### config.mk
export PLATFORM = sky130hd
export DESIGN_NAME = rom_fetch_sched
export DESIGN_NICKNAME = d
export VERILOG_FILES = /design/src/rtl/ctc_pkg.sv /design/src/rtl/word_timer.sv /design/src/rtl/rom_fetch_sched.sv
export SDC_FILE = /design/constraint.sdc
export NUM_CORES = 1
export LEC_CHECK = 0
export ABC_AREA = 0
export CAP_MARGIN = 20
export CORE_MARGIN = 2
export CORE_UTILIZATION = 45
export DETAILED_ROUTE_END_ITERATION = 6
export PLACE_DENSITY = 0.71
export SKIP_CTS_REPAIR_TIMING = 1
export SLEW_MARGIN = 20
export SYNTH_ARGS = -nofsm -noshare
export SYNTH_HDL_FRONTEND = slang
export SYNTH_SLANG_ARGS = --single-unit
### constraint.sdc
create_clock -name cph2 -period 1.9 [get_ports cph2]
set_clock_uncertainty 0.05 [all_clocks]
set_input_delay 0.38 -clock cph2 [delete_from_list [all_inputs] [get_ports cph2]]
set_output_delay 0.38 -clock cph2 [all_outputs]
set_load 0.01 [all_outputs]
### src/rtl/ctc_pkg.sv
// Shared timing constants, instruction encodings and fetch-state type for the
// CTC instruction-fetch path.
package ctc_pkg;
  localparam int WORD_BITS = 56;
  localparam int IS_START  = 45;
  localparam int IA_START  = 19;
  localparam int INSN_W    = 10;
  localparam int ADDR_W    = 8;
  localparam int BANK_W    = 3;
  localparam int CNT_W     = $clog2(WORD_BITS);

  localparam logic [INSN_W-1:0] NOP   = 10'b0;
  localparam logic [INSN_W-1:0] CLREG = 10'b11101_010_00;

  typedef enum logic [2:0] {
    UNLOCKED,
    WAIT_IA,
    REQ,
    WAIT_ACK,
    SKIP,
    READY,
    SHIFT
  } fetch_state_t;

  function automatic logic [CNT_W-1:0] bit_at(input int t);
    return CNT_W'(t);
  endfunction
endpackage

### src/rtl/word_timer.sv
// Word-cycle bit counter: aligns to the CTC sync pulse, declares lock on a
// second correctly-timed sync rise and flags any later loss of alignment.
module word_timer
  import ctc_pkg::*;
(
  input  logic             cph2,
  input  logic             rst,
  input  logic             sync,
  output logic [CNT_W-1:0] bit_cnt,
  output logic             locked,
  output logic             sync_err,
  output logic             realign
);
  logic [CNT_W-1:0] bit_cnt_reg, bit_cnt_next;
  logic             sync_d_reg;
  logic             aligned_reg;
  logic             locked_reg;
  logic             rise;
  logic             at_is;

  always_comb begin
    rise     = sync & ~sync_d_reg;
    at_is    = (bit_cnt_reg == bit_at(IS_START));
    sync_err = locked_reg && ((at_is && !sync) || (rise && !at_is));
    // A rise seen while only provisionally aligned at the right bit confirms lock
    // instead of realigning.
    realign  = rise && !locked_reg && !(aligned_reg && at_is);
    if (realign)
      bit_cnt_next = bit_at(IS_START + 1);
    else if (bit_cnt_reg == bit_at(WORD_BITS - 1))
      bit_cnt_next = '0;
    else
      bit_cnt_next = bit_cnt_reg + 1'b1;
  end

  always_ff @(posedge cph2) begin
    if (rst) begin
      bit_cnt_reg <= '0;
      sync_d_reg  <= 1'b0;
      aligned_reg <= 1'b0;
      locked_reg  <= 1'b0;
    end else begin
      bit_cnt_reg <= bit_cnt_next;
      sync_d_reg  <= sync;
      if (sync_err) begin
        locked_reg  <= 1'b0;
        aligned_reg <= 1'b0;
      end else if (realign) begin
        aligned_reg <= 1'b1;
      end else if (rise && at_is && aligned_reg) begin
        locked_reg <= 1'b1;
      end
    end
  end

  assign bit_cnt = bit_cnt_reg;
  assign locked  = locked_reg;
endmodule

### src/rtl/rom_fetch_sched.sv
// Instruction-fetch scheduler: captures the serial ROM address, fetches the
// instruction over req/ack and shifts it out on `is` during the instruction field.
module rom_fetch_sched
  import ctc_pkg::*;
(
  input  logic                     cph2,
  input  logic                     rst,
  input  logic                     sync,
  input  logic                     ia,
  input  logic                     hold,
  input  logic                     bank_we,
  input  logic [BANK_W-1:0]        bank_sel,
  output logic                     rom_req,
  output logic [BANK_W+ADDR_W-1:0] rom_addr,
  input  logic                     rom_ack,
  input  logic [INSN_W-1:0]        rom_data,
  output logic                     is,
  output logic                     locked,
  output logic [ADDR_W-1:0]        cur_addr,
  output logic                     fetch_err
);
  logic [CNT_W-1:0]  bit_cnt;
  logic              sync_err;
  logic              realign;

  fetch_state_t      state_reg, state_next;
  logic [ADDR_W-1:0] addr_sr_reg, addr_sr_next;
  logic [INSN_W-1:0] insn_reg, insn_next;
  logic [INSN_W-1:0] shift_reg, shift_next;
  logic              is_reg, is_next;
  logic [ADDR_W-1:0] cur_addr_reg, cur_addr_next;
  logic              fetch_err_reg, fetch_err_next;
  logic [BANK_W-1:0] bank_reg, bank_next;
  logic [BANK_W-1:0] bank_pend_reg, bank_pend_next;
  logic              in_ia_win;
  logic              load_slot;
  logic              load_en;
  logic [INSN_W-1:0] load_src;

  word_timer u_timer (
    .cph2     (cph2),
    .rst      (rst),
    .sync     (sync),
    .bit_cnt  (bit_cnt),
    .locked   (locked),
    .sync_err (sync_err),
    .realign  (realign)
  );

  assign in_ia_win = (bit_cnt >= bit_at(IA_START)) && (bit_cnt < bit_at(IA_START + ADDR_W));
  // The shifter is loaded one bit early so `is` is registered and valid for the whole first bit.
  assign load_slot = (bit_cnt == bit_at(IS_START - 1));

  always_comb begin
    state_next     = state_reg;
    addr_sr_next   = addr_sr_reg;
    insn_next      = insn_reg;
    shift_next     = shift_reg;
    is_next        = 1'b0;
    cur_addr_next  = cur_addr_reg;
    fetch_err_next = fetch_err_reg;
    bank_pend_next = bank_we ? bank_sel : bank_pend_reg;
    bank_next      = (bit_cnt == '0) ? bank_pend_reg : bank_reg;
    load_en        = 1'b0;
    load_src       = NOP;
    case (state_reg)
      UNLOCKED: state_next = UNLOCKED;
      WAIT_IA: begin
        if (in_ia_win)
          addr_sr_next = {ia, addr_sr_reg[ADDR_W-1:1]};
        else if (bit_cnt == bit_at(IA_START + ADDR_W))
          state_next = hold ? SKIP : REQ;
      end
      REQ: state_next = WAIT_ACK;
      WAIT_ACK: begin
        if (load_slot) begin
          load_en  = 1'b1;
          load_src = rom_ack ? rom_data : NOP;
          if (!rom_ack)
            fetch_err_next = 1'b1;
        end else if (rom_ack) begin
          insn_next  = rom_data;
          state_next = READY;
        end
      end
      SKIP: begin
        insn_next = NOP;
        if (load_slot)
          load_en = 1'b1;
        else
          state_next = READY;
      end
      READY: begin
        if (load_slot) begin
          load_en  = 1'b1;
          load_src = insn_reg;
        end
      end
      SHIFT: begin
        is_next    = shift_reg[1];
        shift_next = shift_reg >> 1;
        if (bit_cnt == bit_at(IS_START + INSN_W - 1)) begin
          is_next    = 1'b0;
          state_next = WAIT_IA;
        end
      end
      default: state_next = UNLOCKED;
    endcase

    if (load_en) begin
      insn_next     = load_src;
      shift_next    = load_src;
      is_next       = load_src[0];
      cur_addr_next = addr_sr_reg;
      state_next    = SHIFT;
    end

    if (sync_err) begin
      state_next     = UNLOCKED;
      fetch_err_next = 1'b1;
      is_next        = 1'b0;
    end else if (realign) begin
      state_next = WAIT_IA;
      is_next    = 1'b0;
    end
  end

  always_ff @(posedge cph2) begin
    if (rst) begin
      state_reg     <= UNLOCKED;
      addr_sr_reg   <= '0;
      insn_reg      <= NOP;
      shift_reg     <= '0;
      is_reg        <= 1'b0;
      cur_addr_reg  <= '0;
      fetch_err_reg <= 1'b0;
      bank_reg      <= '0;
      bank_pend_reg <= '0;
    end else begin
      state_reg     <= state_next;
      addr_sr_reg   <= addr_sr_next;
      insn_reg      <= insn_next;
      shift_reg     <= shift_next;
      is_reg        <= is_next;
      cur_addr_reg  <= cur_addr_next;
      fetch_err_reg <= fetch_err_next;
      bank_reg      <= bank_next;
      bank_pend_reg <= bank_pend_next;
    end
  end

  // Address is only shifted before the request and bank only changes at bit 0,
  // so rom_addr is stable for the whole request.
  assign rom_req   = (state_reg == REQ) || (state_reg == WAIT_ACK);
  assign rom_addr  = {bank_reg, addr_sr_reg};
  assign is        = is_reg;
  assign cur_addr  = cur_addr_reg;
  assign fetch_err = fetch_err_reg;
endmodule

==> out/results.ini, run 1 <==
[run_status]
run_status=complete, but fails checks
failed_checks=setup timing

[synthesis]
synth_edf_count=0
synth.cell_area_sq_mm=0.00273
synth_ff_type=dfxtp_1
postSynthCellCount=313
yosys_warnings=0
synthesis.nets=338
netlist-cell-type-count=54
ys_top_cells_by_area=dfxtp_1 (40%), nor2_1 (8.5%), mux2i_1 (5.1%), a21oi_1 (3.8%), nor3_1 (3.5%)
postSynthRegisterBits=55
sequential_to_total_area_share_from_yosys_stat=0.403
synth_async_sr_flop_share=0
netlist.top_cell.by_area=dfxtp_1
synth_area_per_cell_sq_um=8.72
synth_largest_type_area_fraction=0.403

[power_and_ir_drop]
pwr-share-comb=0.192
seq_power_share=0.522
intPower_uw=1710
power.leakage_uw=0.00134
power.share.switching=0.288
share_clk_of_total_power=0.285
powerDensity_mw_per_mm2=679
p_sw_uw=694
ir_drop_mv=0.429
finalPower_uw=2410

[global_route]
grt_max_degree=23
grt_first_pass_wirelength_microns=10400
overflow=0
via_count_of_the_first_global_routing_pass=2273
gr-usage-all-layers=0.198
antenna_violations_before_repair=0

[route]
wl_per_cell_microns=14.5
detail_route.vias_per_cell=5.42
num_vias=2473
postRouteAntennaNets=0
drcViolationCount=0
drt_first_iter_violations=117
drt_wl_total_microns=6630
detail_route.first_pass.iterations=4

[cells_and_area]
antenna_cells_inserted=0
layout.cell_area.non_filler_sq_mm=0.00354
drive_above_1_share=0.199
total_number_of_nets_in_the_final_design=405
final_util=0.602
layout-area-overhead-vs-synth_pct=29.8
largest_register_ffs=10
layoutNonFillerInstCount=456

[floorplan]
initial_core_utilization=0.464
num_rows=28
chipHeight_microns=81.9
dieWidth_microns=81.9
coreArea_sq_mm=0.00589
ioPinCount=43
die_area_sq_mm=0.00671

[min_path]
worstHoldPathType=input pin to register

[sta]
clock.fmax_ghz=0.522
final_max_slew_viol_count=0
final_hold_viol_count=0
slew_worst_pin_ns=0.525
rsz0062_at_grt=yes
setup_viol_count_final=1
whs_ns=0.372
relative_slew_margins=0.649
finalCritPeriodShare=1.01
timing.final.crit_period_ns=1.92
finalWorstSetupSlack_ns=-0.0156

[setup_path]
worst_path_maximum_fanout=5
critical-path-max-stage-delay_ns=0.43
req_time_crit_path_ns=2.03
category_of_the_critical_setup_timing_path=register to register
timing.critical_path.slowest_stage_cell=or4b_1
worst_setup_path_start_kind=register
reg2reg_slack_ns=-0.02
crit_buf_inv=0
critPathCaptureType=register
worst_ep_arrival_time_ns=2.04
crit_path_cell_trace=ha_2 > or4b_1 > o21a_1 > nor3_4 > nor4b_2 > a211oi_1
timing.critical_path.max_delay_family=simple AND/OR/NAND/NOR gates

[placed_design]
dpl-instance-area_sq_mm=0.00337
gpl.final_weighted_congestion=0.874
dp_cells=446
hpwlAfterDp_microns=4600
number_of_buffers_added_on_ports=42

[cts]
clk_pin_slew_worst_paths_ns=0.11
cts_tree=done
worstSkewPairLatency_ns=0.31
clock_tree.htree_level_count=2
clock_sink_count=55
cts_buffers=5
clk_root_buffer_cell=clkbuf_8
max-clock-path-buffers=2

[flow_run]
drv_cap=0

==> layout make-up <==
type                            count  area [sq um]
Fill cell                         541          2340
Multi-Input combinational cell    231          1510
Sequential cell                    55          1110
Timing Repair Buffer               81           714
Tap cell                           75          93.8
Clock buffer                        5          68.8
Clock inverter                      3          22.5
Inverter                            6          22.5
==> final timing paths <==
path	from	to	depth (start not counted)
hold reg to reg	cur_addr[1]	cur_addr[1]	2
setup reg to reg	u_timer.bit_cnt[0]	state_reg[1]	6
hold / removal	rst	addr_sr_reg[0]	2
setup / recovery	u_timer.bit_cnt[0]	state_reg[1]	6
==> through the flow <==
stage,setup TNS [ns],worst slack [ns]
global placement,-0.330,-0.0606
CTS,-0.754,-0.205
detailed placement,-0.921,-0.123
floorplan,0,0.0198
finish,-0.0156,-0.0156
global route,-0.184,-0.132
==> routing by layer <==
metal  GRT usage  vias to the layer above  routed length (microns)
met2       0.323                       57                     3140
met5           0                        -                        0
li1            -                     1231                        -
met1       0.268                     1175                     3140
met3      0.0374                       10                      270
met4      0.0500                        0                       75
==> cells in the final DEF, fill, tap and decap left out, types with 3 or more instances in the layout <==
cell / instances
nor3_1: 19
a21oi_1: 21
nand3_1: 3
a31oi_1: 4
inv_1: 6
nor2b_1: 4
nand2_1: 21
clkbuf_8: 5
clkdlybuf4s50_1: 40
buf_4: 38
a22oi_1: 10
o21a_1: 7
ha_1: 3
nand2b_1: 3
nor2_1: 62
dfxtp_1: 51
mux2i_1: 14
dfxtp_2: 3
a211oi_1: 9
o22ai_1: 3
o21ai_0: 5
==> power by group through the flow <==
| stage | Sequential [uW] | Combinational [uW] | Clock [uW] |
|---|---|---|---|
| after global routing | 1270 | 504 | 754 |
| after detailed placement | 1280 | 426 | 0 |
| after CTS | 1250 | 429 | 704 |
| after global placement | 1280 | 418 | 0 |
| final | 1260 | 463 | 687 |
| after floorplan | 1260 | 278 | 0 |
==> Yosys cell counts (3+ instances only) <==
cell type,count
a22oi_1,10
a21oi_1,21
clkbuf_1,7
nand3_1,3
dfxtp_1,55
ha_1,5
nor2_1,62
nor2b_1,5
a211oi_1,10
o22ai_1,3
nand2b_1,3
inv_1,6
a31oi_1,4
o21ai_0,5
o21a_1,7
buf_6,5
nor3_1,19
mux2i_1,14
nand2_1,22
==> kinds of logic (layout without fill, tap and decap cells) <==
logic type      after synthesis  in the layout  share of synthesized area
simple gates                134            134                      0.248
flops                        55             55                      0.403
compound gates               71             72                      0.185
mux                          16             16                     0.0596
xor+xnor                      4              4                     0.0128
buf+inv                      28             95                     0.0678
fa+ha+maj                     5              5                     0.0229
(Power assumes the default switching activity.)
==> inputs of run 2 (changes only) <==
Settings changed: CORE_UTILIZATION 45 to 35, PLACE_DENSITY 0.71 to unset, SKIP_LAST_GASP set to 1, SLEW_MARGIN 20 to unset.
==> run 2 against run 1 <==
- the flow now finishes without violations
- core utilization is 13 points lower
- design area increased by 1.2%
- die area rose by 27%
- register-to-register slack better by 0.05 ns
- hold slack worse by 0.10 ns
- cell count rose by 5.3%
- sequential share of layout area fell by 0.29 points
- total power up 2.3%
- global-route usage is 3.9 points lower
- critical path type unchanged
- critical endpoint unchanged
- largest cell class unchanged
- highest routed layer unchanged
==> out/results.ini, run 2 (same netlist as run 1, synthesis figures left out) <==
[sta]
clock.fmax_ghz=0.536
slew_worst_pin_ns=0.420
timing.final.crit_period_ns=1.87
final_max_slew_viol_count=0
final_hold_viol_count=0
relative_slew_margins=0.718
rsz0062_at_grt=yes
setup_viol_count_final=0
finalCritPeriodShare=0.982
whs_ns=0.270

[cts]
clock_sink_count=55
max-clock-path-buffers=2
clk_pin_slew_worst_paths_ns=0.11
worstSkewPairLatency_ns=0.31
cts_tree=done
clk_root_buffer_cell=clkbuf_8
cts_buffers=5
clock_tree.htree_level_count=2

[min_path]
worstHoldPathType=input pin to register
whs_path_depth=2
hold_path_startpoint=rst
hold-path-endpoint=u_timer.bit_cnt[5]

[route]
drt_first_iter_violations=103
postRouteAntennaNets=0
drcViolationCount=0
detail_route.first_pass.iterations=4
num_vias=2482
detail_route.vias_per_cell=5.17
drt_wl_total_microns=6790
wl_per_cell_microns=14.2

[floorplan]
coreArea_sq_mm=0.00765
num_rows=32
dieWidth_microns=92.3
ioPinCount=43
chipHeight_microns=92.3
initial_core_utilization=0.357
die_area_sq_mm=0.00852

[setup_path]
worst_setup_path_start_kind=register
crit_buf_inv=0
reg2regPathDepth=6
critPathCaptureType=register
timing.critical_path.max_delay_family=simple AND/OR/NAND/NOR gates
crit_path_cell_trace=ha_2 > or4b_4 > o21a_1 > nor3_4 > nor4b_4 > a211oi_2
start_of_the_worst_register_to_register_path=u_timer.bit_cnt[1]
timing.critical_path.slowest_stage_cell=or4b_4
crit-reg2reg-capture=state_reg[1]
critical-path-max-stage-delay_ns=0.45
worst_path_maximum_fanout=5
critPathLaunch=u_timer.bit_cnt[1]
worst_ep_arrival_time_ns=2.02
reg2reg_slack_ns=0.04
category_of_the_critical_setup_timing_path=register to register
req_time_crit_path_ns=2.05

[global_route]
gr-usage-all-layers=0.158
via_count_of_the_first_global_routing_pass=2288
grt_first_pass_wirelength_microns=11100
overflow=0
grt_max_degree=26
antenna_violations_before_repair=0

[cells_and_area]
total_number_of_nets_in_the_final_design=402
antenna_cells_inserted=0
drive_above_1_share=0.206
most-common-layout-cells=nor2_1 (61), dfxtp_1 (49), clkdlybuf4s50_1 (40), buf_4 (35), nand2_1 (22)
most_common_cell_after_layout_fill_and_taps_aside=nor2_1
layoutNonFillerInstCount=480
largest_register_ffs=10
final_util=0.469
layout-area-overhead-vs-synth_pct=31.3

[run_status]
run_status=complete, no violations

[placed_design]
number_of_buffers_added_on_ports=42
dp_cells=466
gpl.final_weighted_congestion=0.839
hpwlAfterDp_microns=4600

[power_and_ir_drop]
finalPower_uw=2460
ir_drop_mv=0.404
powerDensity_mw_per_mm2=687
power.leakage_uw=0.00135

[flow_run]
drv_cap=0

[run 2: cell count changes in the layout (fill, tap and decap cells not counted), sizes merged]
| cell | previous run | this run |
|---|---|---|
| buf | 40 | 37 |
| clkbuf | 5 | 6 |
| inv | 8 | 7 |
[run 2: area by class of cell]
type | instances | area, sq um
Timing Repair Buffer | 78 | 701
Fill cell | 744 | 4060
Multi-Input combinational cell | 231 | 1520
Sequential cell | 55 | 1110
Clock inverter | 2 | 20.0
Inverter | 6 | 22.5
Clock buffer | 6 | 82.6
Tap cell | 102 | 128
[run 2: power by group]
part           internal, uW  total, uW  switching [uW]
clock                   309        733             425
sequential             1210       1260            54.6
combinational           241        466             225
[run 2: worst register-to-register path: stages, from the launching register on]
cell and delay (ns):
dfxtp_2 0.34, ha_2 0.17, or4b_4 0.45, o21a_1 0.24, nor3_4 0.21, nor4b_4 0.26
a211oi_2 0.05
[run 2: metrics by stage]
step	cell area, sq um	TNS, ns	setup WS, ns
3_3_place_gp	3350	-0.0259	-0.0133
6_report	3580	0	0.0350
5_1_grt	3580	-0.112	-0.0805
3_5_place_dp	3350	-0.0762	-0.0243
4_1_cts	3450	-0.244	-0.234
2_1_floorplan	2730	0	0.0198
[run 2: how the worst max path moves through the flow]
stage,endpoint,cells after the start
global placement,u_timer.bit_cnt[0],6
CTS,rom_req,2
floorplan,state_reg[1],6
global route,state_reg[1],6
finish,state_reg[1],6
detailed placement,insn_reg[0],7
[run 2: per-layer routing]
layer | track usage | part of all wire | routed length [microns]
met4 | 0.0386 | 0.011 | 76
met2 | 0.262 | 0.46 | 3140
met1 | 0.216 | 0.49 | 3300
met3 | 0.0244 | 0.042 | 284
met5 | 0 | 0 | 0
==> inputs of run 3 (changes only) <==
Settings changed: TNS_END_PERCENT set to 1.
==> run 3 against run 2 <==
- die area did not move
- sequential share of layout area rose by 0.99 points
- design area fell by 3.6%
- total power fell by 2.7%
- combinational power fell by 13%
- first-iteration DRC count fell by 18%
- routed wire length fell by 4.4%
- fmax fell by 1.5%
- critical path depth did not move
- hold slack improved by 0.0076 ns
- worst setup slack got worse by 0.029 ns
- largest power group unchanged
==> out/results.ini, run 3 (same netlist as run 1, synthesis figures left out) <==
[run_status]
run_status=complete, no violations

[sta]
finalCritPeriodShare=0.997
final_max_slew_viol_count=0
slew_worst_pin_ns=0.423
timing.setup.tns_ns=0
clock.fmax_ghz=0.528
setup_viol_count_final=0
timing.final.crit_period_ns=1.89
rsz0062_at_grt=yes
relative_slew_margins=0.717
final_hold_viol_count=0
finalWorstSetupSlack_ns=0.00629

[power_and_ir_drop]
power.share.switching=0.281
powerDensity_mw_per_mm2=693
share_clk_of_total_power=0.304
seq_power_share=0.526
ir_drop_mv=0.399
pwr-share-comb=0.170
power.leakage_uw=0.00129
intPower_uw=1720
p_sw_uw=673
finalPower_uw=2400

[placed_design]
place_ws_ns=-0.0243
number_of_buffers_added_on_ports=42
hpwlAfterDp_microns=4600
dp_cells=466
gpl.final_weighted_congestion=0.839

[global_route]
grt_max_degree=26
gr-max-usage-layer=met2
grt_util_met1=0.216
via_count_of_the_first_global_routing_pass=2288
grt_first_pass_wirelength_microns=11100
grt_util_met3=0.0244
overflow=0
grtUsageMet2=0.262
antenna_violations_before_repair=0
gr-usage-all-layers=0.158

[route]
drcViolationCount=0
detail_route.first_pass.iterations=4
wl_per_cell_microns=13.7
drt_first_iter_violations=84
num_vias=2400
postRouteAntennaNets=0
drt_wl_total_microns=6500
detail_route.vias_per_cell=5.06

[cells_and_area]
layout-area-overhead-vs-synth_pct=26.5
n_fill_cell=757
most-common-layout-cells=nor2_1 (62), dfxtp_1 (52), clkdlybuf4s50_1 (40), buf_4 (31), nand2_1 (22)
largest_register_ffs=10
antenna_cells_inserted=0
total_number_of_nets_in_the_final_design=396
layoutNonFillerInstCount=474
most_common_cell_after_layout_fill_and_taps_aside=nor2_1
final_util=0.452
drive_above_1_share=0.164

[setup_path]
worst_setup_path_start_kind=register
category_of_the_critical_setup_timing_path=register to register
critPathLaunch=u_timer.bit_cnt[1]
req_time_crit_path_ns=2.05
crit-reg2reg-capture=state_reg[1]
worst_path_maximum_fanout=5
reg2reg_slack_ns=0.006
reg2regPathDepth=6
timing.critical_path.slowest_stage_cell=or4b_1
critPathCaptureType=register
critical-path-max-stage-delay_ns=0.43
worst_ep_arrival_time_ns=2.04
crit_path_cell_trace=ha_2 > or4b_1 > o21a_1 > nor3_4 > nor4b_2 > a211oi_1
start_of_the_worst_register_to_register_path=u_timer.bit_cnt[1]
endpoint=state_reg[1]

[floorplan]
chipHeight_microns=92.3
coreArea_sq_mm=0.00765
die_area_sq_mm=0.00852
ioPinCount=43
dieWidth_microns=92.3
initial_core_utilization=0.357
num_rows=32

[cts]
cts_tree=done
clk_pin_slew_worst_paths_ns=0.11
clock_sink_count=55
max-clock-path-buffers=2
worstSkewPairLatency_ns=0.31
clk_root_buffer_cell=clkbuf_8
clock_tree.htree_level_count=2
cts_buffers=5

[flow_run]
drv_cap=0

[min_path]
worstHoldPathType=input pin to register

run 3: cell types whose count changed in the layout (fill, tap and decap cells not counted), moves of 2 or more:
cell,before,now
a211oi_1,8,10
a211oi_2,2,0
buf_4,35,31
dfxtp_1,49,52
dfxtp_2,5,3
nor4b_2,0,2
nor4b_4,2,0
run 3: power by group through the flow:
| stage | sequential, uW | clock (uW) | combinational [uW] |
|---|---|---|---|
| finish | 1260 | 729 | 407 |
| global route | 1270 | 811 | 453 |
| CTS | 1260 | 758 | 409 |
| detailed placement | 1280 | 0 | 407 |
| global placement | 1280 | 0 | 403 |
| floorplan | 1260 | 0 | 278 |
run 3: final cells by class:
type / instances / area [sq um] / area share
tap: 102 / 128 / 0.0369
timing repair buffer: 73 / 651 / 0.188
clock inverter: 2 / 20.0 / 0.00580
inverter: 6 / 22.5 / 0.00652
multi-input combinational: 230 / 1450 / 0.419
clock buffer: 6 / 82.6 / 0.0239
sequential: 55 / 1100 / 0.320
run 3: through the flow:
| stage | hold WS (ns) | area [sq um] |
|---|---|---|
| after CTS | 0.278 | 3450 |
| after floorplan | 0.386 | 2730 |
| after detailed placement | 0.403 | 3350 |
| final | 0.278 | 3450 |
| after global routing | 0.278 | 3450 |
| after global placement | 0.400 | 3350 |
run 3: worst min-delay path by stage:
stage                                   from                  to  slack, ns  cells past startpoint
after floorplan           u_timer.bit_cnt[0]  u_timer.bit_cnt[0]       0.39                      1
after global placement           cur_addr[1]         cur_addr[1]       0.40                      2
after detailed placement         cur_addr[7]         cur_addr[7]       0.40                      2
after CTS                                rst  u_timer.bit_cnt[3]       0.28                      2
after global routing                     rst  u_timer.bit_cnt[3]       0.28                      2
final                                    rst  u_timer.bit_cnt[5]       0.28                      2
run 3: layer usage:
metal | part of all wire | vias to the layer above
li1 | - | 1216
met1 | 0.50 | 1137
met2 | 0.46 | 43
met3 | 0.028 | 4
met4 | 0.0095 | 0
met5 | 0 | -
run 3: worst max-delay path: cells and delay by family, from the launching register on:
family                     cells  cell delay [ns]
adders and majority gates      1             0.18
DFF                            1             0.35
AOI/OAI and AO/OA              2             0.30
and+or+nand+nor                3             0.90
